## src/rtl/instruction_fetch_memory.sv

```systemverilog
// Instruction store returning FETCH_WIDTH-wide windows over a registered valid/ready path.
// Self-fills with NOP_FILL after reset; optional per-word parity under INSTR_MEM_PARITY_EN.
module instruction_fetch_memory #(
    parameter int unsigned XLEN               = 64,
    parameter int unsigned INSTRUCTION_LENGTH = XLEN / 2,
    parameter int unsigned MEMORY_DEPTH_LOG2  = 5,
    parameter int unsigned FETCH_WIDTH        = 3,
    parameter logic [INSTRUCTION_LENGTH-1:0] NOP_FILL = INSTRUCTION_LENGTH'(32'h00000013)
) (
    input  logic                                      clk,
    input  logic                                      rst_n,
    input  logic                                      req_valid,
    output logic                                      req_ready,
    input  logic [MEMORY_DEPTH_LOG2-1:0]              req_addr,
    output logic                                      rsp_valid,
    input  logic                                      rsp_ready,
    output logic [FETCH_WIDTH*INSTRUCTION_LENGTH-1:0] rsp_instr,
    output logic [MEMORY_DEPTH_LOG2-1:0]              rsp_addr,
    input  logic                                      dbg_wr_en,
    input  logic                                      dbg_wr_start,
    input  logic [MEMORY_DEPTH_LOG2-1:0]              dbg_addr,
    input  logic [INSTRUCTION_LENGTH-1:0]             dbg_instr,
    input  logic                                      dbg_parity_inject,
    output logic                                      init_done,
    output logic                                      parity_err
);

    localparam int unsigned DEPTH = 2 ** MEMORY_DEPTH_LOG2;
    localparam int unsigned AW    = MEMORY_DEPTH_LOG2;
    localparam int unsigned IL    = INSTRUCTION_LENGTH;

    typedef enum logic {
        ST_INIT,
        ST_READY
    } state_t;

    state_t state, state_next;

    logic [IL-1:0] mem [DEPTH];
    logic [AW-1:0] init_cnt;
    logic [AW-1:0] dbg_ptr, dbg_ptr_next;

    logic          wr_en;
    logic [AW-1:0] wr_addr;
    logic [IL-1:0] wr_data;

    logic                      accept;
    logic [FETCH_WIDTH*IL-1:0] window;

    always_ff @(posedge clk or negedge rst_n) begin
        if (!rst_n) begin
            state    <= ST_INIT;
            init_cnt <= '0;
            dbg_ptr  <= '0;
        end else begin
            state   <= state_next;
            dbg_ptr <= dbg_ptr_next;
            if (state == ST_INIT) begin
                init_cnt <= init_cnt + 1'b1;
            end
        end
    end

`ifdef INSTR_MEM_PARITY_EN
    logic par_mem [DEPTH];
    logic wr_par;
    logic window_perr;
`else
    logic unused_parity_inject;
    assign unused_parity_inject = dbg_parity_inject;
`endif

    // The single write port is owned by the init sweep in INIT and by the debug port in READY.
    always_comb begin
        state_next   = state;
        req_ready    = 1'b0;
        wr_en        = 1'b0;
        wr_addr      = init_cnt;
        wr_data      = NOP_FILL;
        dbg_ptr_next = dbg_ptr;
`ifdef INSTR_MEM_PARITY_EN
        wr_par       = ^NOP_FILL;
`endif
        case (state)
            ST_INIT: begin
                wr_en = 1'b1;
                if (init_cnt == '1) begin
                    state_next = ST_READY;
                end
            end
            ST_READY: begin
                req_ready = !rsp_valid || rsp_ready;
                wr_data   = dbg_instr;
`ifdef INSTR_MEM_PARITY_EN
                wr_par    = (^dbg_instr) ^ dbg_parity_inject;
`endif
                if (dbg_wr_start) begin
                    wr_addr      = dbg_addr;
                    dbg_ptr_next = dbg_addr;
                end else begin
                    wr_addr = dbg_ptr;
                end
                if (dbg_wr_en) begin
                    wr_en        = 1'b1;
                    dbg_ptr_next = wr_addr + 1'b1;
                end
            end
            default: state_next = ST_INIT;
        endcase
    end

    always_ff @(posedge clk) begin
        if (wr_en) begin
            mem[wr_addr] <= wr_data;
`ifdef INSTR_MEM_PARITY_EN
            par_mem[wr_addr] <= wr_par;
`endif
        end
    end

    // Slot addresses are formed at AW bits so the window wraps around the top of memory.
    always_comb begin
        logic [AW-1:0] slot_addr;
        window = '0;
`ifdef INSTR_MEM_PARITY_EN
        window_perr = 1'b0;
`endif
        for (int unsigned k = 0; k < FETCH_WIDTH; k++) begin
            slot_addr = req_addr + AW'(k);
            window[k*IL +: IL] = mem[slot_addr];
`ifdef INSTR_MEM_PARITY_EN
            window_perr = window_perr | ((^mem[slot_addr]) != par_mem[slot_addr]);
`endif
        end
    end

    assign accept    = req_valid && req_ready;
    assign init_done = (state == ST_READY);

    always_ff @(posedge clk or negedge rst_n) begin
        if (!rst_n) begin
            rsp_valid <= 1'b0;
            rsp_instr <= '0;
            rsp_addr  <= '0;
        end else if (accept) begin
            rsp_valid <= 1'b1;
            rsp_instr <= window;
            rsp_addr  <= req_addr;
        end else if (rsp_ready) begin
            rsp_valid <= 1'b0;
        end
    end

`ifdef INSTR_MEM_PARITY_EN
    always_ff @(posedge clk or negedge rst_n) begin
        if (!rst_n) begin
            parity_err <= 1'b0;
        end else if (accept) begin
            parity_err <= window_perr;
        end
    end
`else
    assign parity_err = 1'b0;
`endif

endmodule

```

## config.mk

```make
export PLATFORM = sky130hd
export DESIGN_NAME = instruction_fetch_memory
export DESIGN_NICKNAME = d
export VERILOG_FILES = /design/src/rtl/instruction_fetch_memory.sv
export SDC_FILE = /design/constraint.sdc
export NUM_CORES = 2
export LEC_CHECK = 0
export BUFFER_PORTS_ARGS = -buffer_cell sky130_fd_sc_hd__buf_4
export CAP_MARGIN = 20
export CORE_UTILIZATION = 37
export CTS_CLUSTER_DIAMETER = 60
export CTS_CLUSTER_SIZE = 12
export DETAILED_ROUTE_END_ITERATION = 10
export SYNTH_ARGS = -nofsm -noshare
export SYNTH_HDL_FRONTEND = slang
export SYNTH_SLANG_ARGS = --single-unit
```

## constraint.sdc

```tcl
create_clock -name clk -period 3.55 [get_ports clk]
set_input_delay 0 -clock clk [delete_from_list [all_inputs] [get_ports clk]]
set_output_delay 0 -clock clk [all_outputs]
set_load 0.01 [all_outputs]
```

==> metrics.md <==
| Metric | Value |
|---|---|
| Power Total | between 30 and 40 mW |
| Register area share after synthesis | 55.80% |
| Post-Syn Nets | 3716 |
| Num CTS Buffers | 114 |
| Total congestion overflow | 0 |
| Die height | 405.3 µm |
| Total of warnings raised by yosys | 0 |
| Combinational share of power | 15.9% |
| Critical R2R Launch | dbg_ptr[0] |
| RSZ-0062 raised after global routing | false |
| Net switching power figure | 8.690 mW |
| CP arrival | 3.98 ns |
| Vias in the first global route | 38083 |
| Placed Instances | 5784 |
| Fill cells | 14193 |
| Routed Antenna Nets | 0 |
| Core box area | 160900 µm² |
| Area of the multi-input gates | 25290 µm² |
| GR Util All Layers | 24.74% |
| Clock buffer depth | 3 |
| DIE WIDTH | 405.3 µm |
| HP Class | in -> reg |
| FF-to-FF path depth | 10 |
| Synth cell types | 51 |
| Gp weighted congestion | 0.8336 |
| Initial antenna violation count | 5 |
| First-pass DRT Iterations | 6 |
| Hold endpoint | rsp_instr[61] |
| Flop-to-flop setup slack | 0.17 ns |
| Clk slew on worst S/H paths | 0.06 ns |
| Global-route wire length before repair | 287.0 mm |
| Reg2reg end | dbg_ptr[2] |
| Fmax | about 300 MHz |
| Synth Flop Type | edfxtp_1 |
| Row Count | 147 |
| Worst Setup SP | dbg_ptr[0] |
| Number of cells on the worst hold path | 6 |
| Routed length per instance | 34.05 µm |
| Internal Power | roughly 24 mW |
| Worst Skew | 0.04510 ns |
| P per Cell Area | 472.3 nW/µm² |
| Max-slew violation count | 0 |
| Data required, critical path | 4.15 ns |
| Worst-Margin Slew | 1.123 ns |
| Hold path startpoint | req_valid |
| Final non-filler cell total | 6039 |
| Final Cycle Share | ~95% |
| Slew headroom | 25.10% |
| Startpoint types | register |
| Maxcap violations | 0 |
| Final setup viols | 0 |
| FF/Latch Area | 33580 µm² |
| Max H-tree Level | 3 |
| Async set or reset register ratio after synthesis | 9.938% |
| Layout area overhead | 14.18% |
| Layout cell share with drive strength beyond 1 | 28.36% |
| Post-CTS Setup Inserts | 0 |
| Fin area | 68700 µm² |
| Synthesis-stage register bit count | between 1000 and 1500 |
| Number of flops mapped to enable cells by yosys | 1024 |
| Initial Utilization | 37.39% |
| Crit. End Element | register |
| Input/output buffers | roughly 150 |
| DP HPWL | 119.4 mm |
| Maximum number of pins on one net before global-route repair | 129 |
| Run status | completed |
| Flop pwr share | a little under half |
| Max VDD drop | 0.3841 mV |
| Routed vias/inst | 6.431 |
| Minimum clock period | 3.378 ns |
| CTS tree | done |
| CTS resizes | 0 |
| TritonCTS Sinks | 1137 |
| Num ports | 154 |
| Gate Count Post-Synth | approximately 3700 |
| DRT Wirelength | 205.6 mm |
| Vias | 38834 |
| Clock network power share | 36.2% |
| Synth Area per Inst | 16.43 µm² |
| NumNets Final | 3840 |
| Clock Tree Root | clkbuf_16 |
| Die area | around 160000 µm² |
| Critical Path Fanout Max | 3 |
| DRC | 0 |
| Final Util | 42.69% |
| Crit Path Class | reg -> reg |
| Leak | about 23 nW |
| Cell Area, Synth | 60170 µm² |
| Initial DRC count | about 5200 |
| Placed instance area | 64610 µm² |
| Sw Share | 26.78% |
| Antenna Cells | 0 |
| Setup TNS | 0 ns |
| Fin. Hold Viols | 0 |
| Clock latency on the worst-skew pair | 0.75 ns |
layer usage:
metal	vias up	routed length, µm	track usage, %
li1	15701	-	-
met1	20536	83580	34.35
met2	2169	93710	38.16
met3	426	20070	5.010
met4	2	8260	9.583
met5	-	8	0
worst max-delay path: stages (launching register included):
cell           delay (ns)
dfrtp_1              0.38
mux2i_1              0.31
inv_1                0.18
ha_1                 0.27
nand2_1              0.11
xnor2_1              0.06
dlygate4sd3_1        0.56
a32oi_1              0.16
dlygate4sd3_1        0.57
o21ai_0              0.08
dlygate4sd3_1        0.58
cell usage in the layout (no fill, tap or decap), drive strengths merged, types with 33 or more instances in the layout:
cell | Yosys | routed
a21oi | 74 | 74
a221oi | 64 | 64
a22o | 66 | 66
a22oi | 160 | 160
a32oi | 33 | 33
buf | 150 | 314
clkbuf | 192 | 187
dfrtp | 113 | 113
dlygate4sd3 | 0 | 34
edfxtp | 1024 | 1024
mux2i | 549 | 549
mux4 | 544 | 544
nand2 | 257 | 257
nand3 | 129 | 129
nor2 | 48 | 48
power by group through the flow:
stage / clock (mW) / sequential, mW / combinational [mW]
final: 11.7 / 15.6 / 5.16
after global routing: 12.3 / 15.6 / 5.39
after CTS: 11.9 / 15.6 / 5.09
after detailed placement: 0 / 15.8 / 5.04
after global placement: 0 / 15.8 / 5.01
after floorplan: 0 / 15.7 / 2.96
what timing repair did:
action | in CTS | in global routing
hold buffers | 24 | 11
hold endpoints to repair | 132 | 293
setup endpoints to repair | 0 | 0
final cells by class:
| class | count | share of cell area [%] |
|---|---|---|
| clock buffers | 185 | 4.584 |
| clock inverters | 24 | 0.4772 |
| inverters | 3 | 0.01639 |
| multi-input cells | 2180 | 36.81 |
| flip-flops and latches | 1137 | 48.88 |
| well taps | 2160 | 3.934 |
| repair buffers | 350 | 5.302 |
cells in the mapped netlist, types with 31 or more instances:
library cell	instances	area share (%)
nor2_1	48	0.30
nand2_1	257	1.6
edfxtp_1	1024	51
a32oi_1	33	0.48
o2111a_1	31	0.58
a21oi_1	74	0.62
nand3_1	129	1.1
buf_2	63	0.52
a221oi_1	61	0.89
mux4_2	544	20
and2_1	31	0.32
a22oi_1	160	2.0
clkbuf_1	191	1.2
buf_4	46	0.57
mux2i_1	549	9.1
nand4_1	31	0.32
a22o_1	66	0.96
o221a_1	32	0.60
dfrtp_1	113	4.7
o22ai_1	32	0.33
registers in the layout (all words and copies together), names as in the netlist:
register   cells
mem         1024
rsp_instr     96
dbg_ptr        5
init_cnt       5
rsp_addr       5
init_done      1
rsp_valid      1
logic make-up (layout without fill, tap and decap cells):
kind of cell	Yosys count	in the layout	synth area share (%)
XOR/XNOR	14	14	0.2038
flip-flops	1137	1137	55.80
adder cells (fa/ha/maj)	5	5	0.1040
AO/OA/AOI/OAI	541	541	7.559
other	1	1	0.006232
AND/OR/NAND/NOR	522	522	3.899
buffers and inverters	345	562	2.857
multiplexers	1097	1097	29.57
metrics by stage:
step                hold slack (ns)  setup WS (ns)
floorplan                   -0.2956         0.3596
global placement             0.1418         0.6305
detailed placement           0.1340         0.5843
CTS                        0.005907         0.2711
global route                0.06903        0.04772
finish                      0.03276         0.1715
worst max-delay path by stage:
stage,endpoint,cells after the start
4_1_cts,dbg_ptr[2],10
5_1_grt,dbg_ptr[2],10
2_1_floorplan,mem[12][0],6
3_3_place_gp,mem[11][22],6
6_report,dbg_ptr[2],10
3_5_place_dp,mem[11][22],6
Power figures use the tool's default switching activity.
